==> config.mk <==
export PLATFORM = sky130hd
export DESIGN_NAME = fetch_instrucciones_flat
export DESIGN_NICKNAME = d
export VERILOG_FILES = /design/src/rtl/fetch_instrucciones_if.sv /design/src/rtl/fetch_instrucciones.sv /design/src/flat_wrapper.sv
export SDC_FILE = /design/constraint.sdc
export NUM_CORES = 1
export LEC_CHECK = 0
export ABC_AREA = 1
export ABC_CLOCK_PERIOD_IN_PS = 3900
export CAP_MARGIN = 30
export CORE_ASPECT_RATIO = 1.5
export CORE_UTILIZATION = 45
export CTS_BUF_LIST = sky130_fd_sc_hd__clkbuf_8
export DETAILED_ROUTE_END_ITERATION = 6
export PLACE_DENSITY = 0.74
export SYNTH_ARGS = -nofsm -noshare
export SYNTH_HDL_FRONTEND = slang
export SYNTH_SLANG_ARGS = --single-unit
==> constraint.sdc <==
create_clock -name clk -period 3.9 [get_ports clk]
set_input_delay 0.39 -clock clk [delete_from_list [all_inputs] [get_ports clk]]
set_output_delay 0.39 -clock clk [all_outputs]
set_load 0.005 [all_outputs]
==> src/rtl/fetch_instrucciones_if.sv <==
// Fetch-stage bus: instruction-memory req/ack channel and decoder valid/ready channel.
interface fetch_instrucciones_if;
   logic        mem_req;
   logic [31:0] mem_addr;
   logic        mem_ack;
   logic [31:0] mem_rdata;
   logic [31:0] TR;
   logic [31:0] pc_tr;
   logic        tr_valid;
   logic        tr_ready;

   // Fetch stage side: issues memory requests and presents instructions.
   modport master (
      output mem_req, mem_addr, TR, pc_tr, tr_valid,
      input  mem_ack, mem_rdata, tr_ready
   );

   // Memory/decoder side.
   modport slave (
      input  mem_req, mem_addr, TR, pc_tr, tr_valid,
      output mem_ack, mem_rdata, tr_ready
   );
endinterface

==> src/rtl/fetch_instrucciones.sv <==
// Instruction fetch stage: PC, one-outstanding-request memory handshake,
// small instruction FIFO towards the R-type decoder, halt and flush/redirect.
module fetch_instrucciones #(
   parameter logic [31:0] RESET_PC = 32'h0000_0000,
   parameter int          DEPTH    = 2
) (
   input  logic                         clk,
   input  logic                         rst_n,
   input  logic                         halt,
   input  logic                         flush,
   input  logic [31:0]                  flush_pc,
   fetch_instrucciones_if.master        bus
);
   localparam int AW = (DEPTH > 1) ? $clog2(DEPTH) : 1;
   localparam logic [AW-1:0] PTR_ONE  = 1;
   localparam logic [AW:0]   CNT_ONE  = 1;
   localparam logic [AW:0]   FULL_CNT = (AW+1)'(DEPTH);

   // IDLE: nothing outstanding; REQ: request whose data is kept;
   // DRAIN: request whose data must be thrown away after a flush.
   typedef enum logic [1:0] {IDLE, REQ, DRAIN} state_t;

   state_t        state_reg, state_next;
   logic [31:0]   pc_reg, pc_next;
   logic [31:0]   addr_reg, addr_next;
   logic [AW-1:0] rd_ptr_reg, wr_ptr_reg;
   logic [AW:0]   count_reg;
   logic [AW:0]   count_after_pop;
   logic          fifo_empty;
   logic          push;
   logic          pop;
   logic [31:0]   instr_reg [DEPTH];
   logic [31:0]   ipc_reg   [DEPTH];

   assign fifo_empty      = (count_reg == '0);
   // flush wins over both FIFO ports in its cycle.
   assign push            = (state_reg == REQ) && bus.mem_ack && !flush;
   assign pop             = !fifo_empty && bus.tr_ready && !flush;
   assign count_after_pop = count_reg - (pop ? CNT_ONE : '0);

   // Decoder side reads straight out of the storage registers; zero when empty.
   assign bus.tr_valid = !fifo_empty;
   assign bus.TR       = fifo_empty ? 32'h0 : instr_reg[rd_ptr_reg];
   assign bus.pc_tr    = fifo_empty ? 32'h0 : ipc_reg[rd_ptr_reg];

   // State, program counter and the address held during DRAIN.
   always_ff @(posedge clk or negedge rst_n) begin
      if (!rst_n) begin
         state_reg <= IDLE;
         pc_reg    <= RESET_PC;
         addr_reg  <= RESET_PC;
      end else begin
         state_reg <= state_next;
         pc_reg    <= pc_next;
         addr_reg  <= addr_next;
      end
   end

   // Next state, next PC and memory request outputs.
   always_comb begin
      state_next   = state_reg;
      pc_next      = pc_reg;
      addr_next    = addr_reg;
      bus.mem_req  = 1'b0;
      bus.mem_addr = pc_reg;
      case (state_reg)
         IDLE: begin
            // Issue only if the returning word is guaranteed a free slot.
            if (!flush && !halt && (count_after_pop < FULL_CNT))
               state_next = REQ;
         end
         REQ: begin
            bus.mem_req = 1'b1;
            if (bus.mem_ack) begin
               state_next = IDLE;
               if (!flush)
                  pc_next = pc_reg + 32'd4;
            end else if (flush) begin
               // Keep presenting the old address until memory answers.
               state_next = DRAIN;
               addr_next  = pc_reg;
            end
         end
         DRAIN: begin
            bus.mem_req  = 1'b1;
            bus.mem_addr = addr_reg;
            if (bus.mem_ack)
               state_next = IDLE;
         end
         default: state_next = IDLE;
      endcase
      // Redirect target is always word aligned.
      if (flush)
         pc_next = flush_pc & 32'hFFFF_FFFC;
   end

   // FIFO pointers and occupancy; flush empties the buffer.
   always_ff @(posedge clk or negedge rst_n) begin
      if (!rst_n) begin
         rd_ptr_reg <= '0;
         wr_ptr_reg <= '0;
         count_reg  <= '0;
      end else if (flush) begin
         rd_ptr_reg <= '0;
         wr_ptr_reg <= '0;
         count_reg  <= '0;
      end else begin
         if (push)
            wr_ptr_reg <= wr_ptr_reg + PTR_ONE;
         if (pop)
            rd_ptr_reg <= rd_ptr_reg + PTR_ONE;
         if (push && !pop)
            count_reg <= count_reg + CNT_ONE;
         else if (pop && !push)
            count_reg <= count_reg - CNT_ONE;
      end
   end

   for (genvar gi = 0; gi < DEPTH; gi++) begin : g_entry
      // Capture the acknowledged word and its fetch address into this slot.
      always_ff @(posedge clk) begin
         if (push && (wr_ptr_reg == AW'(gi))) begin
            instr_reg[gi] <= bus.mem_rdata;
            ipc_reg[gi]   <= pc_reg;
         end
      end
   end
endmodule

==> src/flat_wrapper.sv <==
// flat-port wrapper written by rule: the top's interface ports become plain ports
module fetch_instrucciones_flat 
#(
   parameter logic [31:0] RESET_PC = 32'h0000_0000,
   parameter int          DEPTH    = 2
)
  (clk, rst_n, halt, flush, flush_pc, bus_mem_req, bus_mem_addr, bus_TR, bus_pc_tr, bus_tr_valid, bus_mem_ack, bus_mem_rdata, bus_tr_ready);
  fetch_instrucciones_if bus_i ();
  input  logic clk;
  input  logic rst_n;
  input  logic halt;
  input  logic flush;
  input  logic [31:0] flush_pc;
  output wire logic [$bits(bus_i.mem_req)-1:0] bus_mem_req;
  output wire logic [$bits(bus_i.mem_addr)-1:0] bus_mem_addr;
  output wire logic [$bits(bus_i.TR)-1:0] bus_TR;
  output wire logic [$bits(bus_i.pc_tr)-1:0] bus_pc_tr;
  output wire logic [$bits(bus_i.tr_valid)-1:0] bus_tr_valid;
  input wire logic [$bits(bus_i.mem_ack)-1:0] bus_mem_ack;
  input wire logic [$bits(bus_i.mem_rdata)-1:0] bus_mem_rdata;
  input wire logic [$bits(bus_i.tr_ready)-1:0] bus_tr_ready;
  assign bus_mem_req = bus_i.mem_req;
  assign bus_mem_addr = bus_i.mem_addr;
  assign bus_TR = bus_i.TR;
  assign bus_pc_tr = bus_i.pc_tr;
  assign bus_tr_valid = bus_i.tr_valid;
  assign bus_i.mem_ack = bus_mem_ack;
  assign bus_i.mem_rdata = bus_mem_rdata;
  assign bus_i.tr_ready = bus_tr_ready;
  fetch_instrucciones #(.RESET_PC(RESET_PC), .DEPTH(DEPTH)) u_core (.clk(clk), .rst_n(rst_n), .halt(halt), .flush(flush), .flush_pc(flush_pc), .bus(bus_i));
endmodule
## Word-level counts from Yosys, hierarchy flattened

Memories as Yosys holds them, arrays and structs flattened.
Cells that the tools add are included.

| word-level totals | value |
|---|---|
| flip-flop bits (word level) | 70 |
| bits in latches | 0 |
| RAM bits | 128 |
| bits in read-only memories | 0 |
| input bits | 70 |
| output and inout bits | 98 |
| word-level logic and storage cells | 80 |
| memories | 2 |

Memories:

| name | words | width | rd ports | clocked after Yosys merged registers in | write ports | line | source |
|---|---|---|---|---|---|---|---|
| u_core.instr_reg | 2 | 32 | 1 | 0 | 1 | fetch_instrucciones.sv:32 | `logic [31:0] instr_reg [DEPTH];` |
| u_core.ipc_reg | 2 | 32 | 1 | 0 | 1 | fetch_instrucciones.sv:33 | `logic [31:0] ipc_reg [DEPTH];` |

| cells by class | value |
|---|---|
| add/sub/neg operators | 6 |
| multipliers | 0 |
| divide/modulo/power cells | 0 |
| magnitude comparators | 1 |
| equal/unequal tests | 5 |
| shift operators | 0 |
| muxes and demuxes | 30 |
| bitwise logic cells | 2 |
| reduce and logical (&&, ||, !) cells | 28 |

Operators with widths:

| operator | count |
|---|---|
| 2-to-1 mux 32 bit | 8 |
| OR reduction 32 bit | 2 |
| adder 32 x 3 -> 32 bit (second input constant) | 1 |
| 2-to-1 mux 1 bit | 14 |
| 2-to-1 mux 2 bit | 7 |
| logical AND 1 bit | 10 |
| nonzero test 2 bit | 4 |
| one-hot mux 2 bit (3 select lines) | 1 |
| AND reduction 3 bit | 2 |
| logical NOT 1 bit | 5 |
| logical NOT 2 bit | 2 |
| != test 3 bit (second input constant) | 1 |
| nonzero test 3 bit | 1 |
| adder 1 bit (second input constant) | 2 |
| adder 2 x 1 -> 2 bit (second input constant) | 1 |
| equality test 2 x 1 -> 1 bit (second input constant) | 1 |
| equality test 2 bit (second input constant) | 1 |
| less-than comparator 2 bit (second input constant) | 1 |
| != test 2 x 1 -> 1 bit (second input constant) | 1 |
| != test 2 bit (second input constant) | 1 |
| NOT 1 bit | 2 |
| AND reduction 2 bit | 1 |
| OR reduction 2 bit | 1 |
| subtractor 2 x 1 -> 2 bit (second input constant) | 1 |
| subtractor 2 bit | 1 |

## Depth between registers and ports, before layout

| depth | value |
|---|---|
| word-level depth | 10 |
| mapped depth | 10 |
| mapped depth without buffers | 10 |

## Worst setup path after synthesis

OpenSTA, ideal clock, no wires.

| path | value |
|---|---|
| path kind | register to register |
| start | register u_core.state_reg[1] |
| end | memory u_core.instr_reg[0][0] (enable) |
| library setup time | 0.483 ns |
| data arrival time | 3.695 ns |
| required time | 3.417 ns |
| slack | -0.278 ns |
| stages on the path, launching flop included | 7 |
| path buffers | 0 |
| clock period less this slack | 4.178 ns |
| cell sequence | dfrtp_1 > inv_1 > ha_1 > nand2_1 > nor2_2 > inv_1 > nor2_1 |

| between the ends | value |
|---|---|
| longest elaborated chain between the ends | 8 |
| elaborated cells between the ends (all ways) | 12 |
| classes of those cells | 1 x eq/ne; 6 x mux; 5 x reduce/logical |

Ends and longest elaborated chain:

| element | line | source |
|---|---|---|
| start, declared | fetch_instrucciones.sv:23 | `state_t state_reg, state_next;` |
| start signal, assigned | fetch_instrucciones.sv:53 | `state_reg <= state_next;` |
| equality test 2 x 1 -> 1 bit * | fetch_instrucciones.sv:37 | `assign push = (state_reg == REQ) && bus.mem_ack && !flush;` |
| logical AND 1 bit * (2 in a row) | fetch_instrucciones.sv:37 |  |
| logical AND 1 bit | fetch_instrucciones.sv:122 | `if (push && (wr_ptr_reg == AW'(gi))) begin` |
| 2-to-1 mux 1 bit | fetch_instrucciones.sv:122 |  |
| 2-to-1 mux 1 bit (implied by the code) | fetch_instrucciones.sv:123 | `instr_reg[gi] <= bus.mem_rdata;` |
| OR reduction 32 bit (no source line) | - |  |
| 2-to-1 mux 1 bit (no source line) | - |  |
| end, declared | fetch_instrucciones.sv:32 |  |

Mark *: on every way between the ends. The rest lies on a longest branch, timed or not.

## Final worst setup path

| path | value |
|---|---|
| start | register u_core.rd_ptr_reg |
| end | output bus_TR[5] |

| between the ends | value |
|---|---|
| longest elaborated chain between the ends | 2 |

Ends and longest elaborated chain:

| element | line | source |
|---|---|---|
| start, declared | fetch_instrucciones.sv:26 | `logic [AW-1:0] rd_ptr_reg, wr_ptr_reg;` |
| start signal, assigned | fetch_instrucciones.sv:111 | `rd_ptr_reg <= rd_ptr_reg + PTR_ONE;` |
| memory (2 x 32 bit) | - |  |
| 2-to-1 mux 32 bit | fetch_instrucciones.sv:43 | `assign bus.TR = fifo_empty ? 32'h0 : instr_reg[rd_ptr_reg];` |
| end, declared | flat_wrapper.sv:16 | `output wire logic [$bits(bus_i.TR)-1:0] bus_TR;` |

Every way passes these cells.

==> flow_summary.ini <==
[floorplanning]
rows = 61
ioPinCount = 168
die_w_um = 115
die_area_um2 = 19600
die_h_um = 171
start_util = 0.460
core-area_um2 = 18600

[setup_path]
cp.required_ns = 3.51
critPathArrivalTime_ns = 2.61
crit_path_max_fanout = 42
rr_startpoint = u_core.state_reg[1]$_DFFE_PN0P_
endpoint_kind = primary output
r2r_end = u_core.ipc_reg[0][23]$_DFFE_PP_
r2r_setup_slack_ns = 1.47
crit_type = register to primary output
crit_path_start_kind = register
rr_worst_depth = 7

[detailed_routing]
dr.first_iter.drc_count = 511
firstDrtPassIters = 5
post_drt_wl_per_cell_um = 15.2
vias = 6724
antenna_left = 0
wl_um = 20200
drcViolationCount = 0
routed_via_density = 5.06

[timing]
relSlewSlack = 0.369
fin_crit_ns = 3.00
fin_skew_ns = 0.0232
final_min_period_over_clock_period = 0.768
rsz0062_at_grt = false
setup_viol = 0
slew_violations = 0
tightest_slew_ns = 0.944
whs_ns = 0.471
fmax_mhz = 334
worst_slack_ns = 0.904
tns_ns = 0
hold_violations = 0

[logic_synthesis]
synthesis.yosys.warnings = 0
synthTopCellsByArea = edfxtp_1 43%, dfrtp_1 19%, nand2_1 14%
yosysTopAreaCellShare = 0.435
ys_seq_area_frac = 0.628
synth_largest_area_cell = edfxtp_1
async_reset_ff_frac = 0.347
synth_seq_cells = 190
synth_edf_count = 124
synthDistinctLibCells = 30
netlist_instances = 912
synthFlopType = edfxtp_1
syn-cell-area_um2 = 8560
syn_area_per_cell_um2 = 9.39

[hold_path]
min_path_type = input pin to async pin

[power]
power.internal_uw = 4180
total_power_uw = 6360
pwr-share-comb = 0.359
powerDensity_nw_per_um2 = 585
leakagePower_uw = 0.00423
p_switching_uw = 2170
p_sw_frac = 0.342
seqPwrFrac = 0.444
ir_drop_mv = 0.338
p_clk_frac = 0.197

[finish]
register_area_um2 = 5380
largest_register_ffs = 64
nFillCells = 1627
stdcell_count = 1330
final_nets = 1139
syn_to_final_growth_pct = 26.7
layout_common_cells = 328 x nand2_1, 160 x clkdlybuf4s50_1, 124 x edfxtp_1
drive_gt1_frac = 0.0622
n_antenna_cell = 0
multiInputGateArea_um2 = 2780
mostFrequentLayoutCell = nand2_1

[run_status]
status = finished, final reports clean

[flow_run]
cap_viol_max_count = 0

[clocking]
clockBufferDepth = 2
root_buffer = clkbuf_8
clk_latency_ns = 0.46
cts_buffers = 17
cts_tree = done
post_cts_buffers = 0
h-tree-depth = 4
path_clk_slew_ns = 0.10
cts.sinks = 190

[grt]
grt_max_degree = 63
grt_pass1_vias = 6420
antenna_found_initial = 0
grt_pass1_wl_um = 32100
grt_usage = 0.214
overflow = 0

[placement]
gp_congestion = 0.951
dp_hpwl_um = 14000
placed_cells = 1297
dp_slack_ns = 1.23
numPortBuffers = 161
[metal layers]
metal | global-route usage | vias up | part of all wire
met5 | 0 | - | 0
met2 | 0.393 | 227 | 0.53
li1 | - | 3322 | -
met4 | 0.0774 | 0 | 0.020
met3 | 0.0361 | 38 | 0.048
met1 | 0.249 | 3137 | 0.40
[worst max-delay path by stage]
stage,startpoint,endpoint,slack [ns],cells after the start
after floorplan,u_core.state_reg[1]$_DFFE_PN0P_,u_core.instr_reg[0][0]$_DFFE_PP_,0.76,6
after global placement,flush,u_core.instr_reg[0][1]$_DFFE_PP_,1.24,6
after detailed placement,flush,u_core.ipc_reg[0][23]$_DFFE_PP_,1.23,6
after CTS,u_core.rd_ptr_reg$_DFFE_PN0P_,bus_TR[5],0.86,5
after global routing,u_core.rd_ptr_reg$_DFFE_PN0P_,bus_pc_tr[12],0.70,5
final,u_core.rd_ptr_reg$_DFFE_PN0P_,bus_TR[5],0.90,5
[area by class of cell]
class | instances | share of cell area
flip-flops and latches | 190 | 0.495
multi-input cells | 616 | 0.256
repair buffers | 176 | 0.162
well taps | 252 | 0.0290
inverters | 64 | 0.0221
clock buffers | 17 | 0.0216
clock inverters | 15 | 0.0139
[what timing repair did]
action	in CTS	in global routing
endpoints found under the hold margin	19	0
gates resized for setup	0	0
hold buffers	1	0
[cell usage after synthesis, types with 2 or more instances]
master and number:
inv_2 2, nand2_2 3, clkbuf_1 31, nand2_1 328
buf_4 5, o211ai_1 8, ha_1 4, buf_1 3
nor2_1 42, nor2_4 4, inv_1 61, nor2_2 8
nand4_1 8, xor2_1 6, nand3_1 48, o21bai_1 2
nor3_1 4, o21ai_0 76, buf_2 5, edfxtp_1 124
a21oi_1 65, and2_1 2, dfrtp_1 66
[power by group through the flow]
stage          sequential (uW)  clock (uW)  combinational, uW
5_1_grt                   2860        1370               2540
4_1_cts                   2810        1280               2320
3_5_place_dp              2860           0               2300
3_3_place_gp              2830           0               2270
6_report                  2820        1250               2280
2_1_floorplan             2780           0               1120
[stage by stage]
stage	cell area, um2	utilization
after global routing	10900	0.583
final	10900	0.583
after floorplan	8580	-
after CTS	10900	0.583
after global placement	10500	0.562
after detailed placement	10500	0.562
[worst max-delay path: stages (launching register included)]
cell	delay, ns
dfrtp_2	0.41
inv_2	0.57
buf_4	0.39
nand2_1	0.08
a21oi_1	0.16
clkdlybuf4s50_1	0.53
[cell families after synthesis]
logic type / count (synthesis) / share of synthesized area
buffers and inverters: 109 / 0.0517
other: 1 / 0.000438
XOR/XNOR: 7 / 0.00716
adder cells (fa/ha/maj): 4 / 0.00584
AND/OR/NAND/NOR: 448 / 0.214
flip-flops: 190 / 0.628
AO/OA/AOI/OAI: 153 / 0.0929
No activity file was read; power rests on OpenSTA's default activity.
